$ cat src/rtl/io_switch_conditioner_pkg.sv
// Shared constants and helpers for the I/O input conditioning path.
//   IO_DATA_W          : width of the memory-mapped input ports.
//   MODE_RESET_ADD     : mode selected out of reset (1 = ADD mode).
//   DEB_CYCLES_DEFAULT : default number of stable cycles for debouncing.
//   KEY_AND_IDX/ADD    : bit positions of the two keys in the key vector.
package io_switch_conditioner_pkg;

    localparam int       IO_DATA_W          = 32;
    localparam logic     MODE_RESET_ADD     = 1'b1;
    localparam int       DEB_CYCLES_DEFAULT = 4;

    localparam int       KEY_AND_IDX        = 0;
    localparam int       KEY_ADD_IDX        = 1;

    // Convert raw key levels into "1 = pressed" so that a cleared
    // synchroniser always means "not pressed".
    function automatic logic [1:0] key_normalise(input logic [1:0] raw,
                                                 input bit         active_low);
        return active_low ? ~raw : raw;
    endfunction

endpackage

$ cat src/rtl/io_debounce_unit.sv
// Synchronise and debounce a WIDTH-bit group of asynchronous inputs.
// The whole group is treated as one value, so dout never shows a
// partially-updated bus.
//   io_clk : clock, rising edge
//   resetn : asynchronous active-low reset
//   din    : raw asynchronous input group
//   dout   : debounced group, updated once din has been stable at the
//            synchroniser output for DEB_CYCLES+1 consecutive edges
module io_debounce_unit #(
    parameter int WIDTH      = 5,
    parameter int DEB_CYCLES = 4
) (
    input  logic             io_clk,
    input  logic             resetn,
    input  logic [WIDTH-1:0] din,
    output logic [WIDTH-1:0] dout
);

    localparam int             CNT_W    = $clog2(DEB_CYCLES + 1);
    localparam logic [CNT_W-1:0] CNT_MAX  = CNT_W'(DEB_CYCLES);
    localparam logic [CNT_W-1:0] CNT_LAST = CNT_W'(DEB_CYCLES - 1);

    logic [WIDTH-1:0] s1;
    logic [WIDTH-1:0] s2;
    logic [WIDTH-1:0] cand;
    logic [CNT_W-1:0] cnt;

    // NOTE: every flop here, synchroniser included, is cleared by the async
    // reset so that a reset mid-window discards the pending candidate and the
    // window restarts from a known state after release.
    always_ff @(posedge io_clk or negedge resetn) begin
        if (!resetn) begin
            s1   <= '0;
            s2   <= '0;
            cand <= '0;
            cnt  <= '0;
            dout <= '0;
        end else begin
            // NOTE: non-blocking assignments keep s1 -> s2 a true two-stage
            // pipeline; blocking ones would collapse it into a single flop.
            s1 <= din;
            s2 <= s1;
            if (s2 != cand) begin
                cand <= s2;
                cnt  <= '0;
            end else begin
                if (cnt < CNT_MAX) begin
                    cnt <= cnt + CNT_W'(1);
                end
                // The last counting edge of the window commits the candidate;
                // once saturated the output already equals cand.
                if (cnt == CNT_LAST) begin
                    dout <= cand;
                end
            end
        end
    end

endmodule

$ cat src/rtl/io_switch_conditioner.sv
// Front end of the memory-mapped input path.
// Debounces two switch operand buses (zero-extended to IO_DATA_W) and two
// mode keys; each key press selects a one-hot mode.
//   io_clk       : clock, rising edge
//   resetn       : asynchronous active-low reset
//   sw0_raw      : operand 0 switches (asynchronous)
//   sw1_raw      : operand 1 switches (asynchronous)
//   key_and_raw  : AND-mode key (asynchronous)
//   key_add_raw  : ADD-mode key (asynchronous)
//   in_port0     : debounced sw0, zero-extended
//   in_port1     : debounced sw1, zero-extended
//   and_model    : AND mode selected
//   add_model    : ADD mode selected
//   mode_changed : one-cycle pulse, coincident with the first cycle of a new mode
module io_switch_conditioner
    import io_switch_conditioner_pkg::*;
#(
    parameter int SW_WIDTH       = 5,
    parameter int DEB_CYCLES     = DEB_CYCLES_DEFAULT,
    parameter bit KEY_ACTIVE_LOW = 1'b1
) (
    input  logic                 io_clk,
    input  logic                 resetn,
    input  logic [SW_WIDTH-1:0]  sw0_raw,
    input  logic [SW_WIDTH-1:0]  sw1_raw,
    input  logic                 key_and_raw,
    input  logic                 key_add_raw,
    output logic [IO_DATA_W-1:0] in_port0,
    output logic [IO_DATA_W-1:0] in_port1,
    output logic                 and_model,
    output logic                 add_model,
    output logic                 mode_changed
);

    logic [SW_WIDTH-1:0] sw0_db;
    logic [SW_WIDTH-1:0] sw1_db;
    logic [1:0]          key_pressed;
    logic [1:0]          key_db;
    logic [1:0]          key_prev;
    logic [1:0]          key_rise;
    logic                and_next;
    logic                add_next;

    // Keys are made active-high before synchronising so reset state = released.
    assign key_pressed = key_normalise({key_add_raw, key_and_raw}, KEY_ACTIVE_LOW);

    io_debounce_unit #(.WIDTH(SW_WIDTH), .DEB_CYCLES(DEB_CYCLES)) u_deb_sw0 (
        .io_clk (io_clk),
        .resetn (resetn),
        .din    (sw0_raw),
        .dout   (sw0_db)
    );

    io_debounce_unit #(.WIDTH(SW_WIDTH), .DEB_CYCLES(DEB_CYCLES)) u_deb_sw1 (
        .io_clk (io_clk),
        .resetn (resetn),
        .din    (sw1_raw),
        .dout   (sw1_db)
    );

    io_debounce_unit #(.WIDTH(2), .DEB_CYCLES(DEB_CYCLES)) u_deb_key (
        .io_clk (io_clk),
        .resetn (resetn),
        .din    (key_pressed),
        .dout   (key_db)
    );

    // Debounced values are already registered, so the ports stay glitch-free.
    assign in_port0 = {{(IO_DATA_W - SW_WIDTH){1'b0}}, sw0_db};
    assign in_port1 = {{(IO_DATA_W - SW_WIDTH){1'b0}}, sw1_db};

    // Only press edges act; release edges and held keys are ignored.
    assign key_rise = key_db & ~key_prev;

    always_comb begin
        // NOTE: defaults first, so every path assigns both outputs and no
        // latch is inferred.
        and_next = and_model;
        add_next = add_model;
        if (key_rise[KEY_AND_IDX] && !key_rise[KEY_ADD_IDX]) begin
            and_next = 1'b1;
            add_next = 1'b0;
        end else if (key_rise[KEY_ADD_IDX] && !key_rise[KEY_AND_IDX]) begin
            and_next = 1'b0;
            add_next = 1'b1;
        end
    end

    always_ff @(posedge io_clk or negedge resetn) begin
        if (!resetn) begin
            key_prev     <= '0;
            and_model    <= ~MODE_RESET_ADD;
            add_model    <= MODE_RESET_ADD;
            mode_changed <= 1'b0;
        end else begin
            key_prev     <= key_db;
            and_model    <= and_next;
            add_model    <= add_next;
            // Pulse only on a real flip; re-pressing the selected key is silent.
            mode_changed <= (and_next != and_model) || (add_next != add_model);
        end
    end

endmodule

$ cat config.mk
export PLATFORM = sky130hd
export DESIGN_NAME = io_switch_conditioner
export DESIGN_NICKNAME = d
export VERILOG_FILES = /design/src/rtl/io_switch_conditioner_pkg.sv /design/src/rtl/io_debounce_unit.sv /design/src/rtl/io_switch_conditioner.sv
export SDC_FILE = /design/constraint.sdc
export NUM_CORES = 1
export LEC_CHECK = 0
export ABC_AREA = 1
export ABC_CLOCK_PERIOD_IN_PS = 1800
export CAP_MARGIN = 20
export CELL_PAD_IN_SITES_DETAIL_PLACEMENT = 0
export CELL_PAD_IN_SITES_GLOBAL_PLACEMENT = 1
export CORE_UTILIZATION = 39
export DETAILED_ROUTE_END_ITERATION = 10
export PLACE_DENSITY_LB_ADDON = 0.3
export SYNTH_ARGS = -nofsm -noshare
export SYNTH_HDL_FRONTEND = slang
export SYNTH_HIERARCHICAL = 1
export SYNTH_SLANG_ARGS = --single-unit
$ cat constraint.sdc
create_clock -name io_clk -period 1.8 [get_ports io_clk]
set_clock_uncertainty 0.1 [all_clocks]
set_input_delay 0.27 -clock io_clk [delete_from_list [all_inputs] [get_ports io_clk]]
set_output_delay 0.27 -clock io_clk [all_outputs]
set_load 0.02 [all_outputs]
### Word level (Yosys, flattened, before mapping)

Cells that the tools add are included.

* reductions and logical operators: 11
* $add $sub $neg: 3
* order comparisons: 3
* eq/ne operators: 8
* bitwise operators: 6
* mux-type cells: 10

Operators with widths (number)
* two-way mux 3 bit: 6
* != test 5 bit: 2
* adder 3 x 1 -> 3 bit (second input constant): 3
* equality test 3 x 2 -> 1 bit (second input constant): 3
* less-than comparator 3 bit (second input constant): 3
* AND reduction 2 bit: 3
* nonzero test 2 bit: 3
* two-way mux 1 bit: 4
* inverter 2 bit: 2
* inverter 1 bit: 3
* AND 2 bit: 1
* logical AND 1 bit: 2
* logical NOT 1 bit: 2
* != test 1 bit: 2
* != test 2 bit: 1
* logical OR 1 bit: 1

* word-level logic and storage cells: 60
* bits of input ports: 14
* register bits: 62

### Logic depth before layout (Yosys ltp)

Gate-level depths: netlist of run 1.

* depth in word-level cells: 8
* gate-level depth with buffers: 8

### By module

The synthesis of run 1 kept the hierarchy.

By module, submodules not included
* io_debounce_unit (u_deb_sw0 ...): instances 2, area an instance 920.9 µm², cells each 89, sequential area each 575.6 µm²
* io_switch_conditioner: instances 1, area an instance 629.4 µm², cells each 83, sequential area each 126.4 µm²
* io_debounce_unit (u_deb_key): instances 1, area an instance 435.4 µm², cells each 40, sequential area each 275.3 µm²

### Worst setup path before layout of run 1

OpenSTA, ideal clock, no wires.

* kind: reg-to-reg
* start point: register u_deb_sw0.cnt[2]
* end point: register u_deb_sw0.dout[0]
* slack: 587 ps
* path buffers: 0
* period minus slack after synthesis: 1213 ps
* data arrival time: 996 ps
* cell stages (with the launch flop): 6
* cell sequence: dfrtp_1 -> inv_1 -> ha_1 -> nand4_2 -> nand2_1 -> nand2_1

* longest elaborated chain between the ends: 2

Ends and longest elaborated chain
* from (decl): RTL line io_debounce_unit.sv:26 `logic [CNT_W-1:0] cnt;`
* from (signal assigned): RTL line io_debounce_unit.sv:48 `cnt <= cnt + CNT_W'(1);`
* equality test 3 x 2 -> 1 bit: RTL line io_debounce_unit.sv:52 `if (cnt == CNT_LAST) begin`
* AND reduction 2 bit (no line)
* to (signal assigned): RTL line io_debounce_unit.sv:53 `dout <= cand;`
* to (decl): RTL line io_debounce_unit.sv:16 `output logic [WIDTH-1:0] dout`

Every way passes these cells.
A chain may end at the register's enable or synchronous reset.

### Final worst setup path of run 1

* start point: register and_model
* end point: output port and_model

RTL lines
* from (decl): RTL line io_switch_conditioner.sv:30 `output logic and_model,`
* from (signal assigned): RTL line io_switch_conditioner.sv:92 `and_model <= ~MODE_RESET_ADD;`
* from (signal assigned): RTL line io_switch_conditioner.sv:97 `and_model <= and_next;`

No word-level cell between the ends.

==> results.json, run 1 <==
{
  "status": "completed",
  "crit_slowest_cell": "clkdlybuf4s50_1",
  "yosysWarnings": 6,
  "ys_seq_elements": 62,
  "initial_utilization": 0.403,
  "p_switching_uw": 772,
  "critPathMaxStageDelay_ns": 0.62,
  "hold_class": "flop to flop",
  "gp_congestion": 0.732,
  "worstHoldStart": "u_deb_sw0/s1[4]$_DFF_PN0_",
  "rsz0062_at_grt": "false",
  "hold_viol": 0,
  "antenna_left": 0,
  "nets": 347,
  "cts_tree": "yes",
  "cts_buffer_depth": 2,
  "yosysTopAreaCellShare": 0.525,
  "instances_no_fill": 431,
  "synth_area_um2": 2910,
  "clock-sinks": 62,
  "mostFrequentLayoutCell": "nand2_1",
  "wl_per_cell_um": 8.50,
  "power_switching_share": 0.260,
  "setup_violations": 0,
  "layout_common_cells": "71 x nand2_1, 61 x dfrtp_1, 54 x conb_1, 31 x inv_1, 24 x clkdlybuf4s50_1",
  "die_area_um2": 7800,
  "antenna_found_initial": 0,
  "die_w_um": 88.3,
  "ctsHtreeMaxLevel": 3,
  "clk_latency_ns": 0.32,
  "grt_pass1_wl_mm": 6.64,
  "placedCellCount": 414,
  "grt_max_degree": 63,
  "antenna_cells": 0,
  "root_buffer": "clkbuf_8",
  "seqPwrFrac": 0.514,
  "pwr_density_cell_nw_per_um2": 916,
  "std_cell_rows": 31,
  "cp-start-kind": "flop",
  "drive_gt1_frac": 0.163,
  "grt_overflow": 0,
  "tns_ns": 0,
  "path_max_fanout": 4,
  "ioPinCount": 81,
  "drtIter0Drc": 50,
  "viasPerCell": 3.87,
  "synthTopCellsByArea": "dfrtp_1 53%, buf_4 14%, nand2_1 9.2%",
  "worstPathRequired_ns": 1.43,
  "drc": 0,
  "avgSynthCellArea_um2": 9.66,
  "chipHeight_um": 88.3,
  "ys_types": 22,
  "yosysTopAreaCell": "dfrtp_1",
  "critPathBufInv": 1,
  "postCtsSetupBuffers": 0,
  "syn_to_final_growth_pct": 11.6,
  "vias": 1666,
  "p_leak_nw": 1.76,
  "slew_violations": 0,
  "hpwl_mm": 2.65,
  "cp.arrival_ns": 1.33,
  "finalCritPeriodShare": 0.942,
  "rr_startpoint": "u_deb_sw0/cnt[2]$_DFFE_PN0P_",
  "seq_area_frac_synth": 0.534,
  "comb_power_share": 0.126,
  "period_minus_slack_ns": 1.70,
  "max_freq_ghz": 0.590,
  "first_global_vias": 1608,
  "core_area_um2": 7210,
  "clk_pin_slew_worst_paths_ns": 0.06,
  "synthCells": 301,
  "critPathKind": "flop to output pin",
  "startpoint": "and_model$_DFF_PN0_",
  "drt_pass1_iterations": 6,
  "globalRouteTotalUtil": 0.113,
  "path_cells": "clkdlybuf4s50_1",
  "intPower_mw": 2.20,
  "max_cap_viol_count": 0,
  "peakVddDrop_v": 0.000392,
  "clkPwrFrac": 0.361,
  "totalWireLength_mm": 3.66,
  "port_buffers": 26,
  "path_delay_family": "buffers and inverters",
  "cp-end-kind": "output pin",
  "cts_made_buffers": 9
}
final timing paths:
check                                           endpoint  slack (ns)  depth (start not counted)
max                                            and_model        0.10                          1
min                            u_deb_sw0/s2[4]$_DFF_PN0_        0.25                          0
min in group asynchronous      u_deb_sw1/s1[4]$_DFF_PN0_        0.39                          3
max reg2reg                u_deb_sw0/dout[2]$_DFFE_PN0P_        0.43                          5
min reg2reg                    u_deb_sw0/s2[4]$_DFF_PN0_        0.25                          0
max in group asynchronous            add_model$_DFF_PN1_        0.91                          3
metrics by stage:
step / instance area [µm²] / hold slack (ns) / util / setup WS [ns] / total power [mW]
CTS: 3240 / 0.253 / 0.450 / 0.0732 / 3.04
finish: 3240 / 0.249 / 0.450 / 0.105 / 2.97
floorplan: 3110 / -0.126 / - / 0.587 / 1.90
detailed placement: 3050 / 0.204 / 0.423 / 0.300 / 1.94
global route: 3240 / 0.254 / 0.450 / 0.0384 / 3.15
global placement: 3050 / 0.203 / 0.423 / 0.308 / 1.93
Yosys cell counts, drive strengths merged:
master	instances
a21oi	6
buf	54
clkbuf	12
clkinv	4
conb	1
dfrtp	61
dfstp	1
ha	6
inv	37
nand2	82
nand3	15
nand4	4
nor2	15
xor2	3
timing repair:
item	4_1_cts	5_1_grt
resized for setup	1	0
endpoints found under the hold margin	61	0
hold buffers	1	0
setup endpoints to repair	1	0
area by class of cell:
| cell class | instances | area [µm²] |
|---|---|---|
| clock inverters | 1 | 5.00 |
| fillers | 694 | 3970 |
| multi-input cells | 185 | 943 |
| repair buffers | 28 | 284 |
| clock buffers | 15 | 176 |
| flip-flops and latches | 62 | 1550 |
| inverters | 41 | 159 |
| well taps | 99 | 124 |
per-layer routing:
metal  vias to the layer above  share of wire  track usage
li1                        837              -            -
met1                       778           0.47        0.141
met2                        46           0.47        0.174
met3                         5          0.045       0.0280
met4                         0          0.019       0.0792
met5                         -              0            0
power groups by stage:
stage	logic, mW	registers (mW)	clock network, mW
6_report	0.373	1.53	1.07
4_1_cts	0.379	1.53	1.13
2_1_floorplan	0.326	1.57	0
3_5_place_dp	0.384	1.55	0
5_1_grt	0.423	1.54	1.19
3_3_place_gp	0.381	1.55	0
flip-flops by register name (all words and copies together) (netlist names), 5 cells and up:
signal,count
u_deb_sw0/s1,5
u_deb_sw1/s2,5
u_deb_sw1/dout,5
u_deb_sw0/s2,5
u_deb_sw0/dout,5
u_deb_sw1/s1,5
u_deb_sw0/cand,5
u_deb_sw1/cand,5
logic make-up (layout without fill, tap and decap cells):
kind of cell,after synthesis,after routing,share of synthesized area
xor gates and xnor gates,3,3,0.00904
other,1,54,0.00129
DFF,62,62,0.534
and+or+nand+nor,116,116,0.202
buffers and inverters,107,85,0.210
adders and majority gates,6,6,0.0258
AOI/OAI and AO/OA,6,6,0.0181
Power figures use the tool's default switching activity.
==> run 2, diff against run 1 <==
CORE_MARGIN = 2   (was unset)
CORE_UTILIZATION = 40   (was 39)
CTS_BUF_LIST = sky130_fd_sc_hd__clkbuf_8   (was unset)
==> run 2 against run 1 <==
Effect of this change:
- first-iteration DRC count is 10% lower
- design area up 1.0%
- count of clock-buffer cells in the layout shrank 5
- wire length up 4.2%
- largest cell class unchanged
- highest routed layer unchanged
==> results.json, run 2 (synthesis gave the netlist of run 1 again) <==
{
  "drtIter0Drc": 45,
  "ctsHtreeMaxLevel": 3,
  "critPathKind": "flop to output pin",
  "finalCritPeriodShare": 0.944,
  "path_cells": "clkdlybuf4s50_1",
  "antenna_cells": 0,
  "hpwl_mm": 2.73,
  "first_global_vias": 1425,
  "cp.arrival_ns": 1.33,
  "crit_slowest_cell": "clkdlybuf4s50_1",
  "dpl-instance-area_um2": 3050,
  "mostFrequentLayoutCell": "nand2_1",
  "pwr_density_cell_nw_per_um2": 975,
  "critPathMaxStageDelay_ns": 0.62,
  "cts_buffer_depth": 2,
  "hold_slack_ns": 0.249,
  "nFillCells": 677,
  "setup_violations": 0,
  "grt_pass1_wl_mm": 6.11,
  "root_buffer": "clkbuf_8",
  "gp_congestion": 0.682,
  "path_max_fanout": 4,
  "cp-start-kind": "flop",
  "critPathBufInv": 1,
  "syn_to_final_growth_pct": 12.8,
  "totalWireLength_mm": 3.81,
  "p_leak_nw": 1.78,
  "nets": 347,
  "antenna_left": 0,
  "vias": 1640,
  "layout_common_cells": "71 x nand2_1, 61 x dfrtp_1, 54 x conb_1, 33 x inv_1, 24 x clkdlybuf4s50_1",
  "initial_utilization": 0.407,
  "final_area_um2": 3280,
  "path_delay_family": "buffers and inverters",
  "rsz0062_at_grt": "false",
  "die_w_um": 89.2,
  "slew_violations": 0,
  "cp-end-kind": "output pin",
  "peakVddDrop_v": 0.000316,
  "std_cell_rows": 31,
  "core_area_um2": 7140,
  "drc": 0,
  "postCtsSetupBuffers": 0,
  "port_buffers": 26,
  "drt_pass1_iterations": 4,
  "antenna_found_initial": 0,
  "cts_tree": "yes",
  "hold_class": "flop to flop",
  "clk_pin_slew_worst_paths_ns": 0.06,
  "wl_per_cell_um": 8.85,
  "hold_viol": 0,
  "status": "completed",
  "placedCellCount": 414,
  "period_minus_slack_ns": 1.70,
  "drive_gt1_frac": 0.166,
  "ioPinCount": 81,
  "cts_made_buffers": 9,
  "clk_latency_ns": 0.33,
  "grt_max_degree": 50,
  "grt_overflow": 0,
  "clock-sinks": 62,
  "globalRouteTotalUtil": 0.106,
  "worstPathRequired_ns": 1.43,
  "instances_no_fill": 431,
  "max_freq_ghz": 0.588,
  "tns_ns": 0,
  "die_area_um2": 7960,
  "max_cap_viol_count": 0,
  "chipHeight_um": 89.2,
  "viasPerCell": 3.81
}
-- run 2: layout make-up --
cell class	instances	area (µm²)	share of cell area
Tap cell	99	124	0.0378
Inverter	41	159	0.0485
Sequential cell	62	1550	0.474
Clock buffer	10	138	0.0420
Timing Repair Buffer	28	284	0.0866
Clock inverter	6	77.6	0.0237
Multi-Input combinational cell	185	943	0.288
-- run 2: what timing repair did --
item / in CTS / in global routing
hold buffers: 1 / 0
hold endpoints to repair: 13 / 0
resized for setup: 1 / 0
setup endpoints to repair: 1 / 0
-- run 2: worst paths after layout --
path	start	end	slack (ns)	cells after the start
max in group asynchronous	resetn	add_model$_DFF_PN1_	0.72	3
min in group asynchronous	resetn	u_deb_sw1/cnt[2]$_DFFE_PN0P_	0.28	2
min	u_deb_sw1/s1[4]$_DFF_PN0_	u_deb_sw1/s2[4]$_DFF_PN0_	0.25	0
min reg2reg	u_deb_sw1/s1[4]$_DFF_PN0_	u_deb_sw1/s2[4]$_DFF_PN0_	0.25	0
max reg2reg	u_deb_sw0/cnt[2]$_DFFE_PN0P_	u_deb_sw0/dout[3]$_DFFE_PN0P_	0.41	5
max	and_model$_DFF_PN0_	and_model	0.10	1
-- run 2: through the flow --
| stage | worst slack, ns | power (mW) | utilization |
|---|---|---|---|
| finish | 0.100 | 3.20 | 0.459 |
| global placement | 0.305 | 1.93 | 0.428 |
| CTS | 0.0754 | 3.26 | 0.459 |
| global route | 0.0352 | 3.36 | 0.459 |
| floorplan | 0.587 | 1.90 | - |
| detailed placement | 0.302 | 1.94 | 0.428 |
-- run 2: where the power goes --
group	internal (mW)	switching, mW	leakage [nW]
combinational	0.114	0.262	0.889
clock	0.802	0.495	0.119
sequential	1.47	0.0509	0.776
total	2.39	0.808	1.78
-- run 2: per-layer routing --
| metal | vias to the layer above | global-route usage | routed length (µm) |
|---|---|---|---|
| met4 | 0 | 0.0855 | 101 |
| li1 | 836 | - | - |
| met3 | 9 | 0.0305 | 213 |
| met5 | - | 0 | 0 |
| met2 | 50 | 0.153 | 1740 |
| met1 | 745 | 0.131 | 1760 |
